`config.mk`:
```
export PLATFORM = sky130hd
export DESIGN_NAME = fifo_word_packer
export DESIGN_NICKNAME = d
export VERILOG_FILES = /design/src/rtl/fifo_pkg.sv /design/src/rtl/pack_out_slot.sv /design/src/rtl/fifo_word_packer.sv
export SDC_FILE = /design/constraint.sdc
export NUM_CORES = 1
export LEC_CHECK = 0
export CORE_UTILIZATION = 40
export DETAILED_ROUTE_END_ITERATION = 7
export SKIP_LAST_GASP = 1
export SLEW_MARGIN = 20
export SYNTH_ARGS = -nofsm -noshare
export SYNTH_HDL_FRONTEND = slang
export SYNTH_SLANG_ARGS = --single-unit
```
`constraint.sdc`:
```
create_clock -name clk -period 6.2 [get_ports clk]
set_input_delay 0.62 -clock clk [delete_from_list [all_inputs] [get_ports clk]]
set_output_delay 0.62 -clock clk [all_outputs]
set_load 0.05 [all_outputs]
```
`src/rtl/fifo_pkg.sv`:
```
// Shared definitions for the FIFO drain/packer path.
// Holds the default word width, a word typedef and the packer phase encoding.
package fifo_pkg;

    localparam int FIFO_WIDTH_DEF = 16;
    localparam int PACK_DEF       = 2;
    localparam int TIMEOUT_DEF    = 64;

    typedef logic [FIFO_WIDTH_DEF-1:0] word_t;

    // Coarse packer phases, handy when probing the assembly logic in a waveform.
    typedef enum logic [1:0] {
        PK_IDLE     = 2'd0,
        PK_ASSEMBLE = 2'd1,
        PK_STALL    = 2'd2,
        PK_FLUSH    = 2'd3
    } pack_state_t;

endpackage

```
`src/rtl/pack_out_slot.sv`:
```
// One-entry valid/ready output register for the word packer.
// Holds data/keep stable while the consumer back-pressures; load is only
// asserted by the parent when load_ok is high, so nothing is ever overwritten.
module pack_out_slot #(
    parameter int DATA_W = 32,
    parameter int KEEP_W = 2
) (
    input  logic              clk,
    input  logic              rst,
    input  logic              load,
    input  logic [DATA_W-1:0] load_data,
    input  logic [KEEP_W-1:0] load_keep,
    input  logic              out_ready,
    output logic [DATA_W-1:0] out_data,
    output logic [KEEP_W-1:0] out_keep,
    output logic              out_valid,
    output logic              load_ok
);

    logic [DATA_W-1:0] data_reg;
    logic [KEEP_W-1:0] keep_reg;
    logic              valid_reg;

    // Slot can take a new beat when empty or when the current one leaves this edge.
    assign load_ok   = !valid_reg || out_ready;
    assign out_data  = data_reg;
    assign out_keep  = keep_reg;
    assign out_valid = valid_reg;

    // Register the beat; a same-edge reload keeps valid high through a handshake.
    always_ff @(posedge clk or posedge rst) begin
        if (rst) begin
            data_reg  <= '0;
            keep_reg  <= '0;
            valid_reg <= 1'b0;
        end else if (load) begin
            data_reg  <= load_data;
            keep_reg  <= load_keep;
            valid_reg <= 1'b1;
        end else if (out_ready) begin
            valid_reg <= 1'b0;
        end
    end

endmodule

```
`src/rtl/fifo_word_packer.sv`:
```
// Drain stage for the synchronous FIFO: pops words (1-cycle read latency) and
// packs PACK consecutive words into one wide valid/ready beat, word 0 in LSBs.
// Partial beats leave through the flush pulse; with PACKER_TIMEOUT_FLUSH_EN
// defined an idle timer also raises an internal flush after TIMEOUT_CYCLES.
module fifo_word_packer
    import fifo_pkg::*;
#(
    parameter int FIFO_WIDTH     = FIFO_WIDTH_DEF,
    parameter int PACK           = PACK_DEF,
    parameter int TIMEOUT_CYCLES = TIMEOUT_DEF
) (
    input  logic                       clk,
    input  logic                       rst,
    input  logic [FIFO_WIDTH-1:0]      fifo_dout,
    input  logic                       fifo_empty,
    input  logic                       fifo_udf,
    output logic                       fifo_rd_en,
    input  logic                       flush,
    output logic [FIFO_WIDTH*PACK-1:0] out_data,
    output logic [PACK-1:0]            out_keep,
    output logic                       out_valid,
    input  logic                       out_ready,
    output logic                       err
);

    localparam int BEAT_W = FIFO_WIDTH * PACK;
    localparam int CNT_W  = $clog2(PACK + 1);
    localparam logic [CNT_W-1:0] CNT_FULL = CNT_W'(PACK);
    localparam logic [CNT_W-1:0] CNT_LAST = CNT_W'(PACK - 1);

    logic [FIFO_WIDTH-1:0] asm_reg [PACK];
    logic [CNT_W-1:0]      count_reg;
    logic                  inflight_reg;
    logic                  flush_pend_reg;
    logic                  err_reg;

    logic                  load_ok;
    logic                  complete;
    logic                  drain_held;
    logic                  slot_load;
    logic                  flush_done;
    logic                  timeout_flush;
    logic [CNT_W:0]        count_sum;
    logic [BEAT_W-1:0]     full_data;
    logic [BEAT_W-1:0]     part_data;
    logic [PACK-1:0]       part_keep;
    logic [BEAT_W-1:0]     slot_data;
    logic [PACK-1:0]       slot_keep;

    // Incoming word lands in the last lane: the beat is complete this edge.
    assign complete = inflight_reg && (count_reg == CNT_LAST);

    // Held lanes leave when nothing is in flight and either the beat is a stalled
    // full one or a flush is pending; the slot must be able to take it.
    assign drain_held = !inflight_reg && (count_reg != '0) && load_ok &&
                        ((count_reg == CNT_FULL) || flush_pend_reg);

    assign slot_load = (complete && load_ok) || drain_held;

    // Flush finishes once no read is outstanding and the held lanes are gone or go now.
    assign flush_done = flush_pend_reg && !inflight_reg &&
                        ((count_reg == '0) || load_ok);

    // Lane views: a completing beat takes its top lane straight from the FIFO;
    // a held beat masks off lanes that were never filled.
    for (genvar gi = 0; gi < PACK; gi++) begin : g_lane
        assign part_keep[gi] = (CNT_W'(gi) < count_reg);
        assign part_data[gi*FIFO_WIDTH +: FIFO_WIDTH] =
            part_keep[gi] ? asm_reg[gi] : '0;
        if (gi == PACK - 1) begin : g_top
            assign full_data[gi*FIFO_WIDTH +: FIFO_WIDTH] = fifo_dout;
        end else begin : g_low
            assign full_data[gi*FIFO_WIDTH +: FIFO_WIDTH] = asm_reg[gi];
        end

        // Capture the returning FIFO word into the lane selected by count.
        always_ff @(posedge clk or posedge rst) begin
            if (rst) begin
                asm_reg[gi] <= '0;
            end else if (inflight_reg && (count_reg == CNT_W'(gi))) begin
                asm_reg[gi] <= fifo_dout;
            end
        end
    end

    assign slot_data = complete ? full_data : part_data;
    assign slot_keep = complete ? '1 : part_keep;

    // Outstanding words never exceed free lanes; the extra term keeps 1 word/cycle
    // flowing when the completing beat can leave this same edge.
    assign count_sum  = {1'b0, count_reg} + {{CNT_W{1'b0}}, inflight_reg};
    assign fifo_rd_en = !rst && !fifo_empty && !flush_pend_reg &&
                        ((count_sum < (CNT_W + 1)'(PACK)) ||
                         (inflight_reg && (count_reg == CNT_LAST) && load_ok));

    assign err = err_reg;

`ifdef PACKER_TIMEOUT_FLUSH_EN
    localparam int IDLE_W = $clog2(TIMEOUT_CYCLES + 1);

    logic [IDLE_W-1:0] idle_reg;
    logic              idle_cond;

    assign idle_cond     = (count_reg != '0) && !inflight_reg && fifo_empty;
    assign timeout_flush = idle_cond && (idle_reg == IDLE_W'(TIMEOUT_CYCLES - 1));

    // Count idle cycles with a partial beat parked; any capture breaks the run.
    always_ff @(posedge clk or posedge rst) begin
        if (rst) begin
            idle_reg <= '0;
        end else if (!idle_cond || timeout_flush) begin
            idle_reg <= '0;
        end else begin
            idle_reg <= idle_reg + 1'b1;
        end
    end
`else
    assign timeout_flush = 1'b0;
`endif

    // Lane count, read tracking, flush request and sticky underflow error.
    always_ff @(posedge clk or posedge rst) begin
        if (rst) begin
            count_reg      <= '0;
            inflight_reg   <= 1'b0;
            flush_pend_reg <= 1'b0;
            err_reg        <= 1'b0;
        end else begin
            inflight_reg <= fifo_rd_en;

            if (fifo_udf) begin
                err_reg <= 1'b1;
            end

            if (inflight_reg) begin
                if (complete) begin
                    count_reg <= load_ok ? '0 : CNT_FULL;
                end else begin
                    count_reg <= count_reg + 1'b1;
                end
            end else if (slot_load) begin
                count_reg <= '0;
            end

            if (flush || timeout_flush) begin
                flush_pend_reg <= 1'b1;
            end else if (flush_done) begin
                flush_pend_reg <= 1'b0;
            end
        end
    end

    pack_out_slot #(
        .DATA_W (BEAT_W),
        .KEEP_W (PACK)
    ) u_slot (
        .clk       (clk),
        .rst       (rst),
        .load      (slot_load),
        .load_data (slot_data),
        .load_keep (slot_keep),
        .out_ready (out_ready),
        .out_data  (out_data),
        .out_keep  (out_keep),
        .out_valid (out_valid),
        .load_ok   (load_ok)
    );

endmodule
```
Yosys cells after proc, flatten, opt, wreduce, memory -nomap -nowiden. Index checks and enable logic that the tools add are counted.

Order comparisons: 3. Add/subtract/negate cells: 2. Reduce and logical (&&, ||, !) cells: 26. Multiplexer cells: 12. Equal/unequal tests: 2.

Operators with widths (number): $mux 16 (2); $mux 32 (1); $logic_and 1x1->1 (11); $mux 2 (5); $reduce_bool 2->1 (4); $logic_not 1->1 (5); $logic_or 1x1->1 (5); $lt 1x2->1 const A (2); $mux 1 (4); $add 2x1->3 (1); $lt 3x2->1 const B (1); $add 2x1->2 const B (1); $eq 2x1->1 const B (1); $eq 2x2->1 const B (1); $logic_not 2->1 (1).

Output and inout port bits: 37. Register bits: 72. Input bits: 22.

Longest topological paths before layout. Gate-level depths: netlist of run 1.

Word-level depth: 7. Mapped depth: 8.

Hierarchy. Synthesis of run 1 repeated with hierarchy kept, for this count alone.

Cells, all modules: 215. Area, all modules: 3335.7 um2.

Modules (own cells, without submodules): fifo_word_packer (instances 1, cells each 139, area an instance 1880.6 um2); pack_out_slot (instances 1, cells each 76, area an instance 1455.1 um2).

Worst setup path before layout of run 1. OpenSTA, ideal clock, no wires.

Path kind: input -> output. Start: in out_ready. End: out fifo_rd_en. Path buffers: 0. Stages on the path: 3. Data arrival time: 2.428 ns. Path slack: 3.152 ns. Required time: 5.580 ns. Cells stage by stage: nand2b_1 a31oi_1 nor4_1.

Longest elaborated chain between the ends: 4.

Ends and longest elaborated chain: from (decl) (line fifo_word_packer.sv:22) `input logic out_ready,`; $logic_or 1x1->1 (line pack_out_slot.sv:25) `assign load_ok = !valid_reg || out_ready;`; $logic_and 1x1->1 (line fifo_word_packer.sv:94) `(inflight_reg && (count_reg == CNT_LAST) && load_ok));`; $logic_or 1x1->1 (line fifo_word_packer.sv:93) `((count_sum < (CNT_W + 1)'(PACK)) ||`; $logic_and 1x1->1 (line fifo_word_packer.sv:92) `assign fifo_rd_en = !rst && !fifo_empty && !flush_pend_reg &&`; to (decl) (line fifo_word_packer.sv:17) `output logic fifo_rd_en,`.

No other way between the ends.

Final worst setup path of run 1. Ends and elaborated chain as after synthesis.

==> results.json, run 1 <==
{
  "status": "finished, final reports clean",
  "synth.area.top_cells": "dfrtp_1 58%, nand2_1 8.3%, mux2_2 7.9%",
  "hp-class": "reg2reg",
  "cp_max_fo": 5,
  "synth.most_common_cell": "dfrtp_1",
  "post-route-util": 0.530,
  "drive_above_1_share": 0.174,
  "wire_per_inst_um": 14.4,
  "fp.dieW_um": 90.4,
  "layout_setup_ws_ps": 3060,
  "pre_cts_ws_ps": 3080,
  "antenna_found_initial": 0,
  "critPathKind": "in2out",
  "n_fill_cell": 691,
  "start_kind": "input port",
  "first_global_vias": 2021,
  "clock_skew_ps": 7.49,
  "setup_tns_ps": 0,
  "seq_area_frac_synth": 0.576,
  "synth_edf_count": 0,
  "worst_setup_path_end_kind": "output pin",
  "cts_resized": 0,
  "die_h_um": 90.4,
  "grt_start_max_net_pins": 61,
  "antenna_cells": 0,
  "cp.arrival_ps": 2520,
  "dieArea_mm2": 0.00817,
  "slew_violations": 0,
  "insertion_delay_ps": 330,
  "clockBufferDepth": 2,
  "drc": 0,
  "wl_mm": 6.12,
  "reg2regPathDepth": 6,
  "post-route-cell-area_mm2": 0.00393,
  "period_needed_ps": 3140,
  "htree_levels": 3,
  "syn_area_mm2": 0.00313,
  "track_usage": 0.164,
  "slew_headroom": 0.482,
  "p_per_area_mw_per_mm2": 524,
  "synthDistinctLibCells": 25,
  "tightest_slew_ps": 776,
  "vias": 2013,
  "cts_num_sinks": 72,
  "synth_ff_type": "dfrtp_1",
  "max_freq_ghz": 0.318,
  "synthArstFlopShare": 1.00,
  "vias_per_cell": 4.73,
  "netlist_instances": 262,
  "whs_path_depth": 1,
  "initial_utilization": 0.422,
  "path_clk_slew_ps": 80,
  "cts_tree": "built",
  "postCtsSetupRepairBufs": 0,
  "final-setup-viol-count": 0,
  "grt_overflow": 0,
  "drt_iter0_markers": 133,
  "drv_cap": 0,
  "grt_first_pass_wirelength_mm": 10.4,
  "worstPathRequired_ps": 5580,
  "core_mm2": 0.00741,
  "numCtsBuffers": 9,
  "num_rows": 31,
  "syn-mean-instance-area_um2": 11.9,
  "synth_largest_area_cell": "dfrtp_1",
  "cts_root_buffer": "clkbuf_8",
  "drt.antenna.violating_nets": 0,
  "rsz0062_at_grt": "no",
  "synth_warnings": 0,
  "area_delta_synth_final_pct": 25.5,
  "syn-num-nets": 288,
  "synth_common_cells": "72 x dfrtp_1, 69 x nand2_1, 22 x mux2_2",
  "dp_hpwl_mm": 3.92,
  "ios": 59,
  "first_pass_iters": 4,
  "finalNetCount": 348,
  "cts-hold-fix-buffers": 0,
  "synth-seq-cells": 72,
  "fin_total_pwr_mw": 2.06,
  "place_congestion": 0.788,
  "finalHoldViolations": 0,
  "leakagePower_nw": 1.91,
  "ir_worst_vdd_v": 0.000215,
  "yosysTopAreaCellShare": 0.576,
  "dpl-instance-area_mm2": 0.00376,
  "numPortBuffers": 58,
  "min_period_over_period": 0.507
}
## per-layer routing
metal	part of all wire	global-route usage	vias up
met3	0.036	0.0370	5
li1	-	-	983
met5	0	0	-
met1	0.49	0.233	989
met4	0.014	0.0524	0
met2	0.46	0.247	36
## stage by stage
stage                     hold WS, ps  cells
final                             469    426
after detailed placement          461    410
after floorplan                   447    262
after global placement            450    410
after global routing              497    426
after CTS                         477    426
## kinds of logic (layout without fill, tap and decap cells)
kind of cell	count (synthesis)	in the layout	synth area share
fa+ha+maj	4	4	0.0160
compound gates	25	25	0.0664
mux	50	50	0.186
simple gates	78	78	0.100
buf+inv	33	98	0.0548
flops	72	72	0.576
## layout by cell type (no fill, tap or decap), drive strengths merged, types with 3 or more instances in the layout
master / count
mux2: 33
clkinv: 5
clkbuf: 10
nand2: 69
o21ai: 3
inv: 21
a22o: 16
nor2: 3
buf: 3
dfrtp: 72
mux2i: 17
clkdlybuf4s50: 58
ha: 4
## final cells by class
class,count,area (µm²),share of cell area
clock buffers,10,128,0.0325
inverters,21,78.8,0.0201
repair buffers,61,603,0.154
flip-flops and latches,72,1800,0.459
multi-input cells,157,1150,0.294
clock inverters,6,36.3,0.00924
well taps,99,124,0.0316
## final timing paths
path / from / endpoint / slack [ps]
setup reg to reg: count_reg[1]$_DFFE_PP0P_ / u_slot.out_data[1]$_DFFE_PP0P_ / 3740
hold / removal: err$_DFFE_PP0P_ / err$_DFFE_PP0P_ / 470
hold reg to reg: err$_DFFE_PP0P_ / err$_DFFE_PP0P_ / 470
max in group asynchronous: rst / asm_reg[11]$_DFFE_PP0P_ / 4600
setup / recovery: out_ready / fifo_rd_en / 3060
min in group asynchronous: rst / u_slot.out_data[4]$_DFFE_PP0P_ / 560
## worst max-delay path, cell delays in order
cell,delay (ps)
clkdlybuf4s50_1,450
nand2b_1,220
a31oi_1,120
nor4_1,240
clkdlybuf4s50_1,870
## power by group
part	switching [mW]	internal, mW	total [mW]
sequential	0.108	0.672	0.779
clock	0.173	0.143	0.316
combinational	0.578	0.383	0.961
(Power assumes the default switching activity.)
==> run 2, diff against run 1 <==
--- a/config.mk
+++ b/config.mk
@@ -7,6 +7,7 @@
 export LEC_CHECK = 0
 export CORE_UTILIZATION = 40
 export DETAILED_ROUTE_END_ITERATION = 7
+export PLACE_DENSITY = 0.66
 export SKIP_LAST_GASP = 1
 export SLEW_MARGIN = 20
 export SYNTH_ARGS = -nofsm -noshare
==> constraint.sdc (replaced) <==
create_clock -name clk -period 2.5 [get_ports clk]
set_input_delay 0.25 -clock clk [delete_from_list [all_inputs] [get_ports clk]]
set_output_delay 0.25 -clock clk [all_outputs]
set_load 0.05 [all_outputs]
==> run 2 against run 1 <==
Sequential share of layout area is 1.3 points lower; clock power grew to 3.1 times the previous value; largest cell class unchanged; design area is 2.8% higher; worst hold slack lost 320 ps; critical path type is now reg2out.
==> results.json, run 2 (synthesis gave the netlist of run 1 again) <==
{
  "first_pass_iters": 4,
  "reg2reg_from": "count_reg[1]$_DFFE_PP0P_",
  "max_freq_ghz": 0.483,
  "drv_cap": 0,
  "register_area_mm2": 0.00180,
  "grt_first_pass_wirelength_mm": 10.6,
  "cts_root_buffer": "clkbuf_8",
  "htree_levels": 3,
  "layout_setup_ws_ps": 429,
  "wl_mm": 6.24,
  "cp_max_fo": 6,
  "cp.arrival_ps": 1820,
  "status": "finished, final reports clean",
  "rsz0062_at_grt": "no",
  "power_frac_seq": 0.362,
  "core_mm2": 0.00741,
  "cts_resized": 0,
  "die_h_um": 90.4,
  "reg2regPathDepth": 6,
  "insertion_delay_ps": 350,
  "first_global_vias": 2056,
  "slew_violations": 0,
  "drive_above_1_share": 0.198,
  "swShare": 0.410,
  "internal_power_mw": 3.16,
  "hp-class": "in2async",
  "antenna_found_initial": 0,
  "power_frac_comb": 0.457,
  "antenna_cells": 0,
  "start_kind": "flop",
  "wire_per_inst_um": 14.5,
  "worstPathRequired_ps": 2250,
  "min_period_over_period": 0.828,
  "slew_headroom": 0.591,
  "cts_tree": "built",
  "rr_endpoint": "u_slot.out_data[28]$_DFFE_PP0P_",
  "grt_start_max_net_pins": 38,
  "place_congestion": 0.818,
  "cts_num_sinks": 72,
  "worst_setup_path_end_kind": "output pin",
  "pre_cts_ws_ps": 422,
  "cts-hold-fix-buffers": 0,
  "area_delta_synth_final_pct": 29.1,
  "final_common_cell": "dfrtp_1",
  "drt_iter0_markers": 111,
  "grt_overflow": 0,
  "numCtsBuffers": 9,
  "rrSetupSlack_ps": 430,
  "critPathKind": "reg2out",
  "clockBufferDepth": 2,
  "tightest_slew_ps": 613,
  "dp_hpwl_mm": 4.25,
  "multi_input_area_mm2": 0.00116,
  "drt.antenna.violating_nets": 0,
  "ir_worst_vdd_v": 0.000556,
  "critPathLaunch": "count_reg[1]$_DFFE_PP0P_",
  "vias_per_cell": 4.76,
  "n_fill_cell": 636,
  "finalNetCount": 354,
  "numPortBuffers": 58,
  "initial_utilization": 0.422,
  "clkPwrFrac": 0.181,
  "setup_tns_ps": 0,
  "period_needed_ps": 2070,
  "num_rows": 31,
  "final-setup-viol-count": 0,
  "finalHoldViolations": 0,
  "leakagePower_nw": 1.96,
  "track_usage": 0.167,
  "final_cell_mix": "72 x dfrtp_1, 69 x nand2_1, 57 x clkdlybuf4s50_1",
  "drc": 0,
  "fp.dieW_um": 90.4,
  "postCtsSetupRepairBufs": 0,
  "path_clk_slew_ps": 70,
  "p_per_area_mw_per_mm2": 1330,
  "dieArea_mm2": 0.00817,
  "ios": 59,
  "clock_skew_ps": 11.8,
  "vias": 2058,
  "p_switching_mw": 2.19
}
[run 2: changes by cell type in the layout (fill, tap and decap cells not counted), sizes merged]
cell	change
clkdlybuf4s50	-1
inv	+3
buf	+7
clkinv	-4
bufinv	+1
[run 2: layout make-up]
class	instances	area share
Timing Repair Buffer	67	0.163
Multi-Input combinational cell	157	0.287
Clock inverter	6	0.0186
Clock buffer	10	0.0341
Inverter	21	0.0195
Sequential cell	72	0.447
Tap cell	99	0.0307
[run 2: routing by layer]
metal,share of wire,global-route usage,up-vias
li1,-,-,1001
met1,0.49,0.228,1005
met2,0.46,0.256,42
met3,0.031,0.0345,10
met4,0.019,0.0739,0
met5,0,0,-
[run 2: worst max-delay path by stage]
stage                                            to  slack [ps]
floorplan                    asm_reg[0]$_DFFE_PP0P_         430
global placement    u_slot.out_data[28]$_DFFE_PP0P_         510
detailed placement  u_slot.out_data[28]$_DFFE_PP0P_         420
CTS                                      fifo_rd_en         420
global route                             fifo_rd_en         260
finish                                   fifo_rd_en         430
[run 2: through the flow]
| stage | hold slack (ps) | utilization | instance area [µm²] | cells | total power, mW |
|---|---|---|---|---|---|
| 2_1_floorplan | 342 | - | 3130 | 262 | 3.68 |
| 3_3_place_gp | 450 | 0.516 | 3820 | 416 | 4.37 |
| 3_5_place_dp | 455 | 0.516 | 3820 | 416 | 4.42 |
| 4_1_cts | 143 | 0.545 | 4040 | 432 | 5.40 |
| 5_1_grt | 153 | 0.545 | 4040 | 432 | 5.66 |
| 6_report | 152 | 0.545 | 4040 | 432 | 5.35 |
[run 2: critical path, cell delays in order (launching register included)]
cell	delay, ps
dfrtp_1	410
inv_1	190
ha_1	300
a31oi_1	130
nor4_2	200
buf_4	250
[run 2: power by group through the flow]
stage / clock network [mW] / logic, mW / registers [mW]
after floorplan: 0 / 1.01 / 2.67
after global placement: 0 / 2.42 / 1.95
after detailed placement: 0 / 2.46 / 1.96
after CTS: 0.990 / 2.47 / 1.94
after global routing: 1.04 / 2.62 / 2.00
final: 0.968 / 2.45 / 1.94
==> run 3, diff against run 2 <==
==> constraint.sdc (replaced) <==
create_clock -name clk -period 1.9 [get_ports clk]
set_input_delay 0.19 -clock clk [delete_from_list [all_inputs] [get_ports clk]]
set_output_delay 0.19 -clock clk [all_outputs]
set_load 0.05 [all_outputs]
==> run 3 against run 2 <==
Sequential share of layout area down 1.1 points; register-to-register slack worse by 300 ps; via count up 1.7%; critical path depth up 2; first-iteration DRC count down 32%; worst hold slack better by 190 ps; design area up 2.6%; final cell count up 2.1%; clock skew down 5.2 ps; critical endpoint is now u_slot.out_data[30]$_DFFE_PP0P_; die area unchanged; critical path type is now reg2reg; flip-flop and latch count unchanged; non-clock buffer count up 9.
==> results.json, run 3 (synthesis gave the netlist of run 1 again) <==
{
  "status": "finished, final reports clean",
  "cp_max_fo": 33,
  "multi_input_area_mm2": 0.00119,
  "dieArea_mm2": 0.00817,
  "cts_root_buffer": "clkbuf_8",
  "p_switching_mw": 2.89,
  "critPathKind": "reg2reg",
  "n_fill_cell": 653,
  "p_per_area_mw_per_mm2": 1690,
  "path_buf_inv": 2,
  "first_pass_iters": 6,
  "dpl-instance-area_mm2": 0.00392,
  "finalHoldViolations": 0,
  "cp.arrival_ps": 2000,
  "drc": 0,
  "ios": 59,
  "initial_utilization": 0.422,
  "min_period_over_period": 0.934,
  "grt_overflow": 0,
  "drive_above_1_share": 0.234,
  "reg2reg_from": "count_reg[1]$_DFFE_PP0P_",
  "finalNetCount": 363,
  "drt_iter0_markers": 75,
  "insertion_delay_ps": 340,
  "vias": 2093,
  "pre_cts_ws_ps": 16.7,
  "power_frac_seq": 0.366,
  "worstPathRequired_ps": 2130,
  "power_frac_comb": 0.483,
  "crit_cells": 7,
  "numPortBuffers": 58,
  "clockBufferDepth": 2,
  "hp-class": "in2async",
  "numCtsBuffers": 9,
  "vias_per_cell": 4.75,
  "first_global_vias": 2123,
  "reg2regPathDepth": 7,
  "ir_worst_vdd_v": 0.000592,
  "setup_tns_ps": 0,
  "drt.antenna.violating_nets": 0,
  "critPathLaunch": "count_reg[1]$_DFFE_PP0P_",
  "wl_mm": 6.27,
  "period_needed_ps": 1780,
  "slew_headroom": 0.635,
  "area_delta_synth_final_pct": 32.4,
  "start_kind": "flop",
  "internal_power_mw": 4.09,
  "max_freq_ghz": 0.563,
  "cp_slowest_cell": "dfrtp_1",
  "core_mm2": 0.00741,
  "layout_setup_ws_ps": 125,
  "max_stage_delay_ps": 400,
  "tightest_slew_ps": 545,
  "dp_hpwl_mm": 4.35,
  "cts_tree": "built",
  "htree_levels": 3,
  "worst_setup_path_end_kind": "flop",
  "die_h_um": 90.4,
  "cts-hold-fix-buffers": 0,
  "rsz0062_at_grt": "no",
  "swShare": 0.415,
  "clkPwrFrac": 0.151,
  "final_cell_mix": "71 x dfrtp_1, 69 x nand2_1, 57 x clkdlybuf4s50_1",
  "track_usage": 0.166,
  "grt_first_pass_wirelength_mm": 10.6,
  "antenna_cells": 0,
  "leakagePower_nw": 2.00,
  "final-setup-viol-count": 0,
  "fp.dieW_um": 90.4,
  "path_clk_slew_ps": 80,
  "clock_skew_ps": 6.57,
  "register_area_mm2": 0.00180,
  "post-route-cell-area_mm2": 0.00414,
  "path_cells": "inv_2 -> ha_4 -> and2_1 -> buf_12 -> nor2_4 -> a22o_1 -> mux2_2",
  "wire_per_inst_um": 14.2,
  "grt_start_max_net_pins": 44,
  "place_congestion": 0.784,
  "final_common_cell": "dfrtp_1",
  "antenna_found_initial": 0,
  "num_rows": 31,
  "critPathTopFamily": "flip-flops",
  "drv_cap": 0,
  "slew_violations": 0,
  "cts_num_sinks": 72
}
## run 3: cell count changes in the layout (fill, tap and decap cells not counted), sizes merged
cell	change
clkinv	+3
clkbuf	-1
bufinv	-1
clkinvlp	+2
inv	-3
buf	+9
## run 3: timing repair
item                                    CTS  global route
endpoints found under the setup margin    5            26
pin swaps                                 1             1
gates cloned                              0             0
hold endpoints to repair                  0             0
setup buffers                             3             0
resized for setup                         5             2
## run 3: stage by stage
stage / instances / power [mW] / hold slack [ps] / util
6_report: 441 / 6.98 / 340 / 0.559
2_1_floorplan: 262 / 4.85 / 282 / -
3_3_place_gp: 422 / 5.85 / 451 / 0.529
3_5_place_dp: 422 / 5.92 / 459 / 0.529
5_1_grt: 441 / 7.40 / 376 / 0.559
4_1_cts: 441 / 7.06 / 339 / 0.558
## run 3: path summary, 6_finish.rpt
kind | slack (ps) | end
setup / recovery | 120 | u_slot.out_data[30]$_DFFE_PP0P_
hold / removal | 340 | u_slot.out_data[4]$_DFFE_PP0P_
setup reg to reg | 120 | u_slot.out_data[30]$_DFFE_PP0P_
hold reg to reg | 480 | err$_DFFE_PP0P_
max in group asynchronous | 1200 | count_reg[0]$_DFFE_PP0P_
min in group clk | 420 | err$_DFFE_PP0P_
## run 3: worst min-delay path, delay by kind of cell
family | cells | cell delay [ps]
buffers and inverters | 3 | 870
## run 3: per-layer routing
metal  wire (µm)  global-route usage  vias to the layer above
met2        3010               0.261                       33
met3         181              0.0320                        9
li1            -                   -                     1019
met4         113              0.0739                        0
met1        2960               0.222                     1032
met5           0                   0                        -
## run 3: power by group through the flow
stage / Clock, mW / Combinational, mW / Sequential [mW]
4_1_cts: 1.10 / 3.41 / 2.56
3_3_place_gp: 0 / 3.29 / 2.57
3_5_place_dp: 0 / 3.34 / 2.58
6_report: 1.05 / 3.37 / 2.56
5_1_grt: 1.15 / 3.61 / 2.64
2_1_floorplan: 0 / 1.33 / 3.52
## run 3: cell type report
cell class,instances,area share
clock buffers,9,0.0299
clock inverters,7,0.0115
inverters,21,0.0199
multi-input cells,157,0.288
flip-flops and latches,72,0.435
well taps,99,0.0299
repair buffers,76,0.185
